`config.mk`:
```
export PLATFORM = sky130hd
export DESIGN_NAME = calc_sequencer
export DESIGN_NICKNAME = d
export VERILOG_FILES = /design/src/rtl/calc_pkg.sv /design/src/rtl/seq_divider.sv /design/src/rtl/calc_sequencer.sv
export SDC_FILE = /design/constraint.sdc
export NUM_CORES = 1
export LEC_CHECK = 0
export CORE_MARGIN = 2
export CORE_UTILIZATION = 36
export CTS_CLUSTER_SIZE = 12
export DETAILED_ROUTE_END_ITERATION = 12
export DONT_BUFFER_PORTS = 1
export PLACE_DENSITY = 0.53
export SETUP_SLACK_MARGIN = 0.1
export SYNTH_ARGS = -nofsm -noshare
export SYNTH_HDL_FRONTEND = slang
export SYNTH_HIERARCHICAL = 1
export SYNTH_SLANG_ARGS = --single-unit
```
`constraint.sdc`:
```
create_clock -name clk_27mhz -period 5 [get_ports clk_27mhz]
set_clock_uncertainty 0.15 [all_clocks]
set_input_delay 1 -clock clk_27mhz [delete_from_list [all_inputs] [get_ports clk_27mhz]]
set_output_delay 1 -clock clk_27mhz [all_outputs]
set_load 0.01 [all_outputs]
```
`src/rtl/calc_pkg.sv`:
```
// Shared types for the calculator sequencer: FSM state encoding (also shown on
// the stage LEDs) and the result selection.
package calc_pkg;

  typedef enum logic [2:0] {
    ENTER_A = 3'd0,
    ENTER_B = 3'd1,
    READY   = 3'd2,
    CALC    = 3'd3,
    SHOW    = 3'd4,
    ERR     = 3'd5
  } calc_state_t;

  typedef enum logic {
    SEL_QUOT = 1'b0,
    SEL_REM  = 1'b1
  } sel_t;

endpackage

```
`src/rtl/seq_divider.sv`:
```
// Iterative unsigned restoring divider: one quotient bit per clock, MSB first.
// Loads on start while idle, runs WIDTH iterations, then pulses done for one cycle.
module seq_divider #(
  parameter int unsigned WIDTH = 8
) (
  input  logic             clk_27mhz,
  input  logic             reset,
  input  logic             abort,
  input  logic             start,
  input  logic [WIDTH-1:0] dividend,
  input  logic [WIDTH-1:0] divisor,
  output logic             busy,
  output logic             done,
  output logic [WIDTH-1:0] quotient,
  output logic [WIDTH-1:0] remainder
);

  localparam int unsigned CW = $clog2(WIDTH + 1);

  logic [CW-1:0]    cnt_q, cnt_d;
  logic             busy_q, busy_d;
  logic             done_q, done_d;
  logic [WIDTH-1:0] quo_q, quo_d;
  logic [WIDTH-1:0] rem_q, rem_d;
  logic [WIDTH-1:0] dvs_q, dvs_d;
  logic [WIDTH:0]   shifted;

  always_comb begin
    cnt_d   = cnt_q;
    busy_d  = busy_q;
    done_d  = 1'b0;
    quo_d   = quo_q;
    rem_d   = rem_q;
    dvs_d   = dvs_q;
    // Partial remainder shifted left with the next dividend bit: WIDTH+1 bits.
    shifted = {rem_q, quo_q[WIDTH-1]};
    if (abort) begin
      cnt_d  = '0;
      busy_d = 1'b0;
      quo_d  = '0;
      rem_d  = '0;
      dvs_d  = '0;
    end else if (busy_q) begin
      if (shifted >= {1'b0, dvs_q}) begin
        rem_d = WIDTH'(shifted - {1'b0, dvs_q});
        quo_d = {quo_q[WIDTH-2:0], 1'b1};
      end else begin
        rem_d = shifted[WIDTH-1:0];
        quo_d = {quo_q[WIDTH-2:0], 1'b0};
      end
      cnt_d = cnt_q - CW'(1);
      if (cnt_q == CW'(1)) begin
        busy_d = 1'b0;
        done_d = 1'b1;
      end
    end else if (start) begin
      quo_d  = dividend;
      rem_d  = '0;
      dvs_d  = divisor;
      cnt_d  = CW'(WIDTH);
      busy_d = 1'b1;
    end
  end

  always_ff @(posedge clk_27mhz or posedge reset) begin
    if (reset) begin
      cnt_q  <= '0;
      busy_q <= 1'b0;
      done_q <= 1'b0;
      quo_q  <= '0;
      rem_q  <= '0;
      dvs_q  <= '0;
    end else begin
      cnt_q  <= cnt_d;
      busy_q <= busy_d;
      done_q <= done_d;
      quo_q  <= quo_d;
      rem_q  <= rem_d;
      dvs_q  <= dvs_d;
    end
  end

  assign busy      = busy_q;
  assign done      = done_q;
  assign quotient  = quo_q;
  assign remainder = rem_q;

endmodule

```
`src/rtl/calc_sequencer.sv`:
```
// Operand-entry sequencer around seq_divider: captures dividend and divisor,
// launches the division, and holds/presents quotient or remainder with status.
module calc_sequencer #(
  parameter int unsigned WIDTH = 8
) (
  input  logic             clk_27mhz,
  input  logic             reset,
  input  logic             op_div,
  input  logic             op_quot,
  input  logic             op_rem,
  input  logic             op_clear,
  input  logic [WIDTH-1:0] num_in,
  output logic [WIDTH-1:0] result,
  output logic             result_valid,
  output logic             busy,
  output logic             div_by_zero,
  output logic [2:0]       stage
);

  import calc_pkg::*;

  calc_state_t      state_q, state_d;
  sel_t             sel_q, sel_d;
  logic [WIDTH-1:0] dividend_q, dividend_d;
  logic [WIDTH-1:0] divisor_q, divisor_d;
  logic [WIDTH-1:0] quot_hold_q, quot_hold_d;
  logic [WIDTH-1:0] rem_hold_q, rem_hold_d;
  logic             start_q, start_d;
  logic [WIDTH-1:0] result_q, result_d;
  logic             valid_q, valid_d;
  logic             busy_q, busy_d;
  logic             dbz_q, dbz_d;

  logic             div_busy, div_done;
  logic [WIDTH-1:0] div_quot, div_rem;

  seq_divider #(.WIDTH(WIDTH)) u_div (
    .clk_27mhz (clk_27mhz),
    .reset     (reset),
    .abort     (op_clear),
    .start     (start_q),
    .dividend  (dividend_q),
    .divisor   (divisor_q),
    .busy      (div_busy),
    .done      (div_done),
    .quotient  (div_quot),
    .remainder (div_rem)
  );

  always_comb begin
    state_d     = state_q;
    sel_d       = sel_q;
    dividend_d  = dividend_q;
    divisor_d   = divisor_q;
    quot_hold_d = quot_hold_q;
    rem_hold_d  = rem_hold_q;
    start_d     = 1'b0;
    if (op_clear) begin
      state_d     = ENTER_A;
      sel_d       = SEL_QUOT;
      dividend_d  = '0;
      divisor_d   = '0;
      quot_hold_d = '0;
      rem_hold_d  = '0;
    end else begin
      unique case (state_q)
        ENTER_A: if (op_div) begin
          dividend_d = num_in;
          state_d    = ENTER_B;
        end
        ENTER_B: if (op_div) begin
          divisor_d = num_in;
          state_d   = READY;
        end
        READY: if (op_quot || op_rem) begin
          sel_d = op_quot ? SEL_QUOT : SEL_REM;
          if (divisor_q == '0) begin
            state_d = ERR;
          end else begin
            start_d = 1'b1;
            state_d = CALC;
          end
        end
        CALC: if (div_done) begin
          quot_hold_d = div_quot;
          rem_hold_d  = div_rem;
          state_d     = SHOW;
        end
        SHOW: begin
          if (op_quot) sel_d = SEL_QUOT;
          else if (op_rem) sel_d = SEL_REM;
        end
        ERR: ;
        default: state_d = ENTER_A;
      endcase
    end

    // Outputs are registered from next-state values so they line up with stage.
    // busy waits for the divider to actually load (start_q) before rising.
    valid_d = (state_d == SHOW);
    dbz_d   = (state_d == ERR);
    busy_d  = (state_d == CALC) && (start_q || div_busy);
    if (state_d == SHOW) result_d = (sel_d == SEL_QUOT) ? quot_hold_d : rem_hold_d;
    else if (state_d == ERR) result_d = '1;
    else result_d = '0;
  end

  always_ff @(posedge clk_27mhz or posedge reset) begin
    if (reset) begin
      state_q     <= ENTER_A;
      sel_q       <= SEL_QUOT;
      dividend_q  <= '0;
      divisor_q   <= '0;
      quot_hold_q <= '0;
      rem_hold_q  <= '0;
      start_q     <= 1'b0;
      result_q    <= '0;
      valid_q     <= 1'b0;
      busy_q      <= 1'b0;
      dbz_q       <= 1'b0;
    end else begin
      state_q     <= state_d;
      sel_q       <= sel_d;
      dividend_q  <= dividend_d;
      divisor_q   <= divisor_d;
      quot_hold_q <= quot_hold_d;
      rem_hold_q  <= rem_hold_d;
      start_q     <= start_d;
      result_q    <= result_d;
      valid_q     <= valid_d;
      busy_q      <= busy_d;
      dbz_q       <= dbz_d;
    end
  end

  assign result       = result_q;
  assign result_valid = valid_q;
  assign busy         = busy_q;
  assign div_by_zero  = dbz_q;
  assign stage        = state_q;

endmodule

```
After elaboration in Yosys (flattened, before gate mapping)
Index checks and enable logic that the tools add are counted.
W data, S select, Z words.
{"block": "word_totals", "register_bits": 78, "latchBits": 0, "mem_bits_rw": 0, "rom_bits": 0, "output_inout_bits": 14, "word_cells": 96, "n_memories": 0}
{"block": "op_classes", "add_sub_neg": 2, "multipliers": 0, "n_div": 0, "magnitude_cmp": 1, "n_eq_ne": 10, "n_shift": 0, "n_mux": 52, "bitwise_logic": 0, "reduce_logical": 14}
{"cell": "$mux W8", "n": 24}
{"cell": "$mux W3", "n": 6}
{"cell": "$mux W1", "n": 17}
{"cell": "$pmux W3 S5", "n": 1}
{"cell": "$eq A3 B3 Y1 const B", "n": 4}
{"cell": "$mux W4", "n": 3}
{"cell": "$eq A3 B2 Y1 const B", "n": 3}
{"cell": "$ge A9 B8 Y1", "n": 1}
{"cell": "$logic_not A8 Y1", "n": 1}
{"cell": "$reduce_bool A2 Y1", "n": 4}
{"cell": "$sub A8 B8 Y8", "n": 1}
{"cell": "$reduce_and A2 Y1", "n": 3}
{"cell": "$eq A4 B1 Y1 const B", "n": 1}
{"cell": "$sub A4 B1 Y4 const B", "n": 1}
{"cell": "$eq A3 B1 Y1 const B", "n": 1}
{"cell": "$logic_not A3 Y1", "n": 1}
{"cell": "$reduce_bool A3 Y1", "n": 1}
{"cell": "$logic_or A1 B1 Y1", "n": 2}
{"cell": "$ne A2 B2 Y1 const B", "n": 1}
{"cell": "$pmux W1 S2", "n": 1}
{"cell": "$reduce_or A2 Y1", "n": 1}
{"cell": "$logic_and A1 B1 Y1", "n": 1}

Longest topological paths before layout
Gate-level depths: netlist of run 1.
{"block": "depth", "ltp_word": 8, "mapped_depth": 8, "depth_no_buf": 8}

Hierarchy
The synthesis of run 1 kept the hierarchy.
{"module": "calc_sequencer", "instances": 1, "cells_each": 208, "area_each_um2": 2177.1, "seq_area_each_um2": 1201.2}
{"module": "seq_divider", "instances": 1, "cells_each": 213, "area_each_um2": 1883.1, "seq_area_each_um2": 750.7}

Least setup slack after synthesis of run 1
Ideal clock, no wire load.
{"block": "synth_path", "path_kind": "in2reg", "from": "input port op_rem", "to": "register result_q[6], in the netlist result[6]", "setup_ps": 136, "arrival_ps": 1973, "t_required_ps": 4714, "slack_ps": 2741, "stages": 5, "path_buffers": 1, "path_cell_list": "or3_1 > a32oi_1 > o22a_1 > buf_2 > a31oi_2"}
{"block": "synth_via", "elab_chain_cells": 7}
{"element": "from (decl)", "line_no": "calc_sequencer.sv:10", "text": "input logic op_rem,"}
{"element": "$logic_or A1 B1 Y1", "line_no": "calc_sequencer.sv:75", "text": "READY: if (op_quot || op_rem) begin"}
{"element": "$mux W3", "line_no": "calc_sequencer.sv:75"}
{"element": "$pmux W3 S5", "line_no": "calc_sequencer.sv:66", "text": "unique case (state_q)"}
{"element": "$mux W3", "line_no": "calc_sequencer.sv:58", "text": "if (op_clear) begin"}
{"element": "$eq A3 B3 Y1", "line_no": "calc_sequencer.sv:104", "text": "else if (state_d == ERR) result_d = '1;"}
{"element": "$mux W8", "line_no": "calc_sequencer.sv:104"}
{"element": "$mux W8 *", "line_no": "calc_sequencer.sv:103", "text": "if (state_d == SHOW) result_d = (sel_d == SEL_QUOT) ? quot_hold_d : rem_hold_d;"}
{"element": "named net result_d[6]", "line_no": "calc_sequencer.sv:29", "text": "logic [WIDTH-1:0] result_q, result_d;"}
{"element": "to (signal assigned)", "line_no": "calc_sequencer.sv:129", "text": "result_q <= result_d;"}
{"element": "to (decl)", "line_no": "calc_sequencer.sv:29"}
The timed path passes the listed nets; every way through them passes the cells marked *.
A chain may end at the register's enable or synchronous reset.

Final worst setup path of run 1
{"block": "layout_path", "from": "register state_q[1], in the netlist stage[1]", "to": "register result_q[1], in the netlist result[1]"}
{"block": "layout_via", "elab_chain_cells": 7}
{"element": "from (decl)", "line_no": "calc_sequencer.sv:22", "text": "calc_state_t state_q, state_d;"}
{"element": "from (signal assigned)", "line_no": "calc_sequencer.sv:122", "text": "state_q <= state_d;"}
{"element": "$eq A3 B3 Y1", "line_no": "calc_sequencer.sv:66"}
{"element": "$reduce_or A2 Y1 (no source line)"}
{"element": "$pmux W3 S5", "line_no": "calc_sequencer.sv:66"}
{"element": "$mux W3", "line_no": "calc_sequencer.sv:58"}
{"element": "$eq A3 B3 Y1", "line_no": "calc_sequencer.sv:104"}
{"element": "$mux W8", "line_no": "calc_sequencer.sv:104"}
{"element": "$mux W8 *", "line_no": "calc_sequencer.sv:103"}
{"element": "named net result_d[1]", "line_no": "calc_sequencer.sv:29"}
Marks and branches as above.

==> results of run 1 <==
## per-stage QoR
| step | total power [mW] | util |
|---|---|---|
| CTS | 1.48 | 0.405 |
| detailed placement | 0.761 | 0.375 |
| global placement | 0.759 | 0.375 |
| finish | 1.46 | 0.405 |
| global route | 1.53 | 0.405 |
| floorplan | 0.744 | - |
## cell families (layout without fill, tap and decap cells)
logic type,count (synthesis),in the layout,share of synthesized area
AO/OA/AOI/OAI,101,101,0.173
XOR/XNOR,4,4,0.0105
adder cells (fa/ha/maj),11,11,0.0357
buffers and inverters,41,33,0.0502
flip-flops,78,78,0.481
multiplexers,24,24,0.0592
AND/OR/NAND/NOR,162,162,0.191
## cell usage after synthesis, types with 2 or more instances
cell type,n,area (sq um)
xor2_1,2,17.5
nor4_1,3,18.8
clkbuf_1,9,33.8
or2b_1,2,15.0
and3_1,4,25.0
buf_2,6,30.0
a31oi_1,9,56.3
nand2b_1,7,43.8
o2111ai_1,3,26.3
inv_1,16,60.1
a221o_1,8,80.1
a31o_2,2,17.5
a21oi_1,37,185
nand2_1,50,188
mux2i_1,24,240
a21o_1,3,22.5
nor2b_1,6,37.5
nand3b_1,3,22.5
o21ai_0,9,45.0
o211ai_1,5,37.5
nand3_1,4,20.0
nor2_1,58,218
buf_6,3,33.8
or4_1,7,52.6
dfrtp_1,78,1950
nor3_1,5,25.0
ha_1,10,125
o211ai_2,5,62.6
a32o_1,2,20.0
buf_1,5,18.8
a211oi_1,6,45.0
or3_1,3,18.8
## power by group
group / total, mW / switching (mW) / internal, mW
sequential: 0.662 / 0.0175 / 0.645
combinational: 0.0854 / 0.0590 / 0.0264
clock: 0.715 / 0.248 / 0.467
## path summary, 6_finish.rpt
kind                                       to          start  slack [ns]
setup / recovery                    result[1]       stage[1]        2.32
hold / removal                  dividend_q[1]  dividend_q[1]        0.37
setup reg to reg                    result[1]       stage[1]        2.32
hold reg to reg                 dividend_q[1]  dividend_q[1]        0.37
max in group asynchronous       dividend_q[4]          reset        3.42
min in group asynchronous  u_div/remainder[2]          reset        0.51
## layout make-up
class                   count  area share
repair buffers              1     0.00169
flip-flops and latches     78       0.440
inverters                  16      0.0135
well taps                 140      0.0395
multi-input cells         302       0.430
clock inverters             4      0.0175
clock buffers              12      0.0579
## layout by cell type, fill, tap and decap left out, types with 2 or more instances in the layout
cell type / n
xor2_1: 2
nand3_1: 4
o21ai_0: 9
nor2b_1: 6
a31o_2: 2
o211ai_2: 5
and3_1: 4
a211oi_1: 6
mux2i_1: 24
nand2_1: 50
dfrtp_1: 78
or2b_1: 2
or3_1: 3
nor2_1: 58
clkbuf_8: 2
nand2b_1: 7
clkbuf_16: 9
ha_1: 10
a21o_1: 3
a31oi_1: 9
a21oi_1: 37
nor3_1: 5
o2111ai_1: 3
nand3b_1: 3
o211ai_1: 5
nor4_1: 3
inv_1: 15
or4_1: 7
a221o_1: 8
a32o_1: 2
bufinv_16: 2
## worst max-delay path: stages (launching register included)
cell	delay, ns
dfrtp_1	0.61
and4b_1	0.82
mux2i_1	0.25
or4_1	0.54
a31oi_1	0.22
## metal layers
metal / vias up / global-route usage / wire (um)
met1: 1434 / 0.247 / 4550
met2: 73 / 0.249 / 4100
met4: 0 / 0.0545 / 180
met3: 13 / 0.0441 / 557
li1: 1469 / - / -
met5: - / 0 / 0
## sequential cells by signal (all words and copies together) (netlist names), 3 cells and up
signal           flops
u_div/dvs_q          8
result               8
dividend_q           8
quot_hold_q          8
u_div/remainder      8
divisor_q            8
u_div/quotient       8
stage                3
rem_hold_q           8
u_div/cnt_q          4
==> impl_metrics.tcl, run 1 <==
set metrics [dict create \
    ir_worst_vdd_mv 0.159 \
    cts_setup_buffers 0 \
    drc 0 \
    rr_worst_depth 4 \
    h-tree-depth 3 \
    drt_iter0_markers 158 \
    grt_pass1_vias 2881 \
    clkSlewWorstSetupHoldPaths_ns 0.06 \
    synth.distinct_cells 59 \
    synth_nets 446 \
    fp.dieW_um 110 \
    dr.pass1.iters 4 \
    cts_buffers 9 \
    rsz0062_at_grt "false" \
    layout-drive-gt1-share 0.0799 \
    setup_tns_ns 0 \
    finalSetupViolations 0 \
    cp-start-kind "register" \
    maxSlewHeadroom 0.322 \
    antenna_found_initial 0 \
    hold_slack_ns 0.366 \
    cts_tree "yes" \
    min_period_ns 2.68 \
    min_path_cells 2 \
    num_rows 38 \
    powerDensity_nw_per_um2 330 \
    ys_ff_latch 78 \
    dp_hpwl_um 6600 \
    p_leak_nw 1.91 \
    setup.worst_path.class "register to register" \
    overflow 0 \
    clk_latency_ns 0.33 \
    drtAntennaViolNets 0 \
    dpl_cell_area_sq_um 4100 \
    post-place-cells 537 \
    layout.cells.non_filler 553 \
    synthesis.area_sq_um 4060 \
    synth-edff-count 0 \
    clock-root-buffer "clkbuf_16" \
    pin_count 28 \
    core_region_area_sq_um 10900 \
    clock-sinks 78 \
    gr-usage-all-layers 0.171 \
    status "complete, no violations" \
    place.gp.congestion 0.800 \
    yosys_warnings 6 \
    synth_ff_type "dfrtp_1" \
    cts_buffer_depth 2 \
    num-fill-cells 1095 \
    drt-total-wl_um 9390 \
    initial_core_util 0.371 \
    path_max_fanout 16 \
    wl_per_cell_um 17.0 \
    post-place-ws_ns 2.32 \
    drv_cap 0 \
    fin_ws_ns 2.32 \
    num_vias 2989 \
    register_area_sq_um 1950 \
    worstPathArrival_ns 2.77 \
    holdBufCountCts 0 \
    syn_to_final_growth_pct 9.18 \
    required_ns 5.09 \
    die_area_sq_um 12100 \
    timing.final.crit_share 0.536 \
    fmax_mhz 373 \
    avgSynthCellArea_sq_um 9.64 \
    finish.instance_area_sq_um 4430 \
    slew_viol_final 0 \
    endpoint_kind "register" \
    syn_inst 421 \
    num_antenna_cells 0 \
    tightest_slew_ns 1.02 \
    hold_class "register to register" \
    grt_pass1_wl_um 15700 \
    die-height_um 110 \
    portBuffers 0 \
    seq_area_frac_synth 0.481 \
    fin_nets 433 \
    hold_viol 0 \
    async_flop_share 1.00 \
    viasPerCell 5.41 \
    grt_max_degree 74 \
    post_cts_resized 0 \
    multi_input_comb_area_sq_um 1900 \
]
Note: power is estimated with default switching activity, not from simulation.
==> inputs of run 2 (changes only) <==
Settings changed: PLACE_DENSITY 0.53 to 0.55.
Clock period 5 ns to 2.2 ns, I/O delays scaled along.
==> impl_metrics.tcl, run 2 (synthesis results as in run 1) <==
set metrics [dict create \
    status "complete, no violations" \
    endpoint_kind "register" \
    r2r_end "u_div/remainder[0]" \
    timing.final.crit_share 0.942 \
    viasPerCell 5.31 \
    hold_viol 0 \
    r2r-start "u_div/remainder[1]" \
    hold_class "input port to register" \
    tightest_slew_ns 0.551 \
    grt_pass1_wl_um 16500 \
    grt_pass1_vias 3154 \
    clock-sinks 78 \
    overflow 0 \
    slew_viol_final 0 \
    worstPathArrival_ns 2.14 \
    wl_per_cell_um 17.0 \
    cts_buffer_depth 2 \
    portBuffers 0 \
    pwr-share-clk 0.479 \
    pin_count 28 \
    clk_latency_ns 0.33 \
    grt_max_degree 74 \
    power_frac_comb 0.073 \
    core_region_area_sq_um 10900 \
    hold_end "rem_hold_q[7]" \
    clkSlewWorstSetupHoldPaths_ns 0.06 \
    cp-start-kind "register" \
    cts_buffers 9 \
    p_leak_nw 2.16 \
    drv_cap 0 \
    drtAntennaViolNets 0 \
    drc 0 \
    h-tree-depth 3 \
    place.gp.congestion 0.834 \
    final_util 0.447 \
    dr.pass1.iters 6 \
    fp.dieW_um 110 \
    rsz0062_at_grt "true" \
    finalSetupViolations 0 \
    syn_to_final_growth_pct 20.5 \
    path_max_fanout 6 \
    final_cell_mix "dfrtp_1, nor2_1, nand2_1, buf_4, a21oi_1" \
    hp-start "op_clear" \
    setup_tns_ns 0 \
    intPower_mw 2.60 \
    swShare 0.221 \
    cts_tree "yes" \
    min_period_ns 2.07 \
    setup.worst_path.class "register to register" \
    dp_hpwl_um 7110 \
    drt_iter0_markers 162 \
    drt-total-wl_um 10200 \
    initial_core_util 0.371 \
    num_antenna_cells 0 \
    powerDensity_nw_per_um2 683 \
    p_seq_frac 0.448 \
    maxSlewHeadroom 0.632 \
    min_path_cells 1 \
    fin_nets 480 \
    layout_commonest_cell "dfrtp_1" \
    layout-drive-gt1-share 0.214 \
    gr-usage-all-layers 0.181 \
    die_area_sq_um 12100 \
    required_ns 2.27 \
    num_rows 38 \
    clock-root-buffer "clkbuf_16" \
    rrSetupSlack_ns 0.13 \
    num_vias 3179 \
    power_switching_mw 0.740 \
    rr_worst_depth 7 \
    antenna_found_initial 0 \
    fmax_mhz 482 \
    die-height_um 110 \
    ir_worst_vdd_mv 0.439 \
]
[run 2: how the worst max path moves through the flow]
stage                       start            endpoint  slack (ns)  cells after the start
5_1_grt                  stage[2]           result[4]        0.07                      5
3_5_place_dp   u_div/remainder[2]  u_div/remainder[0]        0.02                      7
3_3_place_gp    u_div/quotient[7]  u_div/remainder[6]        0.08                      8
4_1_cts            u_div/dvs_q[1]  u_div/remainder[0]        0.10                      8
2_1_floorplan  u_div/remainder[5]  u_div/remainder[0]        0.12                      6
6_report       u_div/remainder[1]  u_div/remainder[0]        0.13                      7
[run 2: repair_timing]
item	CTS	global route
hold endpoints to repair	52	0
pin swaps	3	9
setup endpoints to repair	3	15
hold buffers	1	0
cloned	0	0
gates resized for setup	5	17
setup buffers	5	7
[run 2: routing by layer]
layer / global-route usage / vias up / wire length (um)
met5: 0 / - / 0
met4: 0.0589 / 0 / 175
met3: 0.0511 / 10 / 472
met2: 0.273 / 65 / 4610
met1: 0.251 / 1547 / 4940
li1: - / 1557 / -
[run 2: power by group through the flow]
stage / Sequential [mW] / Clock (mW) / Combinational, mW
after floorplan: 1.51 / 0 / 0.180
after global placement: 1.52 / 0 / 0.232
after detailed placement: 1.52 / 0 / 0.236
after CTS: 1.50 / 1.64 / 0.239
after global routing: 1.50 / 1.71 / 0.274
final: 1.50 / 1.60 / 0.243
[run 2: cell type report]
type,instances,area [sq um]
clock buffers,11,253
clock inverters,4,70.1
fillers,1078,6040
inverters,16,60.1
multi-input cells,302,2010
flip-flops and latches,78,1950
well taps,140,175
repair buffers,48,375
[run 2: per-stage QoR]
stage	instance area (sq um)	total power [mW]	instances	hold WS [ns]	setup slack, ns
2_1_floorplan	4060	1.69	421	0.322	0.122
3_3_place_gp	4370	1.75	572	0.258	0.0817
6_report	4890	3.34	599	0.0179	0.127
3_5_place_dp	4370	1.76	572	0.259	0.0208
4_1_cts	4770	3.38	593	0.0101	0.102
5_1_grt	4890	3.48	599	0.0109	0.0652
[run 2: critical path, cell delays in order (launching register included)]
cell and delay, ns:
dfrtp_1 0.39, ha_1 0.25, a21o_1 0.22, a21oi_4 0.14
a31oi_1 0.09, buf_4 0.16, or3_4 0.32, a32o_2 0.25
==> inputs of run 3 (changes only) <==
Settings changed: PLACE_DENSITY 0.55 to 0.53.
Clock period 2.2 ns to 2.1 ns, I/O delays scaled along.
==> impl_metrics.tcl, run 3 (synthesis results as in run 1) <==
set metrics [dict create \
    status "complete, no violations" \
    required_ns 2.20 \
    path_max_fanout 4 \
    r2r-start "u_div/dvs_q[0]" \
    clkSlewWorstSetupHoldPaths_ns 0.06 \
    r2r_end "u_div/remainder[6]" \
    drc 0 \
    drt_iter0_markers 215 \
    die_area_sq_um 12100 \
    rsz0062_at_grt "true" \
    fmax_mhz 495 \
    place.gp.congestion 0.853 \
    finalSetupViolations 0 \
    maxSlewHeadroom 0.359 \
    rrSetupSlack_ns 0.08 \
    ir_worst_vdd_mv 0.572 \
    post-place-cells 574 \
    portBuffers 0 \
    pin_count 28 \
    hp-start "op_clear" \
    layout.cells.non_filler 603 \
    hold_class "input port to register" \
    drt-total-wl_um 10800 \
    num_antenna_cells 0 \
    setup.worst_path.class "register to register" \
    tightest_slew_ns 0.959 \
    p_leak_nw 2.17 \
    drtAntennaViolNets 0 \
    h-tree-depth 3 \
    grt_pass1_vias 3198 \
    crit_chain "ha_4 -> fa_2 -> nand2b_4 -> a2111o_1 -> o211ai_1 -> o211ai_1 -> o211ai_2" \
    cp_num_buf_inv 0 \
    clock-root-buffer "clkbuf_16" \
    grt_pass1_wl_um 17400 \
    p_total_mw 3.43 \
    rr_worst_depth 7 \
    setup_tns_ns 0 \
    cts_tree "yes" \
    final_cell_mix "dfrtp_1, nor2_1, nand2_1, buf_4, a21oi_1" \
    hold_end "u_div/quotient[7]" \
    num-fill-cells 1033 \
    gr-usage-all-layers 0.192 \
    drv_cap 0 \
    timing.final.crit_share 0.963 \
    dp_hpwl_um 7080 \
    cp_common_cell "o211ai_1" \
    fin_nets 484 \
    hold_viol 0 \
    cp-start-kind "register" \
    overflow 0 \
    crit_start "u_div/dvs_q[0]" \
    min_period_ns 2.02 \
    num_rows 38 \
    viasPerCell 5.43 \
    min_path_cells 1 \
    endpoint_kind "register" \
    syn_to_final_growth_pct 23.9 \
    powerDensity_nw_per_um2 681 \
    antenna_found_initial 0 \
    die-height_um 110 \
    cts_buffer_depth 2 \
    worstPathArrival_ns 2.13 \
    layout_commonest_cell "dfrtp_1" \
    slowest_delay_ns 0.41 \
    cts_buffers 9 \
    clk_latency_ns 0.33 \
    wl_per_cell_um 18.0 \
    initial_core_util 0.371 \
    slew_viol_final 0 \
    fin_ws_ns 0.0778 \
    dr.pass1.iters 4 \
    core_region_area_sq_um 10900 \
    layout-drive-gt1-share 0.214 \
    grt_max_degree 34 \
    post-place-ws_ns 0.0391 \
    clock-sinks 78 \
    num_vias 3274 \
    cpMaxStageDelayCell "dfrtp_1" \
    fp.dieW_um 110 \
    critPathTopFamily "compound AO/OA/AOI/OAI gates" \
]
run 3: changes by cell type in the layout (fill, tap and decap cells not counted), moves of 3 or more:
cell and change:
a31oi_4 +3, buf_4 -8, buf_6 +4, dlygate4sd3_1 +4, a31oi_1 -3
run 3: timing repair:
action | 4_1_cts | 5_1_grt
buffers inserted | 1 | 6
hold endpoints to repair | 64 | 0
pin swaps | 8 | 21
hold buffers | 5 | 0
resized for setup | 10 | 21
setup endpoints to repair | 13 | 17
gates cloned | 0 | 2
run 3: worst reg2reg max path, cell delays in order, from the launching register on:
cell,delay (ns)
dfrtp_1,0.41
ha_4,0.19
fa_2,0.37
nand2b_4,0.17
a2111o_1,0.36
o211ai_1,0.10
o211ai_1,0.13
o211ai_2,0.07
run 3: worst max path at each step:
stage	end	slack (ns)	depth (start not counted)
3_3_place_gp	u_div/remainder[1]	0.06	6
6_report	u_div/remainder[6]	0.08	7
3_5_place_dp	result[7]	0.04	5
5_1_grt	u_div/remainder[6]	0.005	7
4_1_cts	u_div/remainder[0]	0.07	5
2_1_floorplan	u_div/remainder[0]	0.02	6
run 3: cell type report:
type                            instances  area [sq um]  share of cell area
Clock buffer                           12           246              0.0490
Clock inverter                          3          45.0             0.00896
Inverter                               16          60.1              0.0119
Multi-Input combinational cell        303          2100               0.418
Sequential cell                        78          1950               0.388
Tap cell                              140           175              0.0348
Timing Repair Buffer                   51           445              0.0886
run 3: metrics by stage:
step | instance area (sq um) | hold slack [ns] | util
6_report | 5030 | 0.0137 | 0.460
5_1_grt | 5030 | 0.00894 | 0.460
4_1_cts | 4840 | 0.000511 | 0.443
3_5_place_dp | 4440 | 0.147 | 0.406
3_3_place_gp | 4440 | 0.139 | 0.406
2_1_floorplan | 4090 | 0.322 | -
run 3: report_power, final:
| group | internal, mW | switching, mW | leakage [nW] |
|---|---|---|---|
| logic | 0.123 | 0.198 | 0.958 |
| clock network | 0.947 | 0.590 | 0.135 |
| registers | 1.54 | 0.0320 | 1.08 |
run 3: metal layers:
layer  routed length (um)  track usage  up-vias  part of all wire
li1                     -            -     1571                 -
met1                 5110        0.266     1601              0.47
met2                 4930        0.293       88              0.46
met3                  637       0.0523       14             0.059
met4                  162       0.0616        0             0.015
met5                    0            0        -                 0
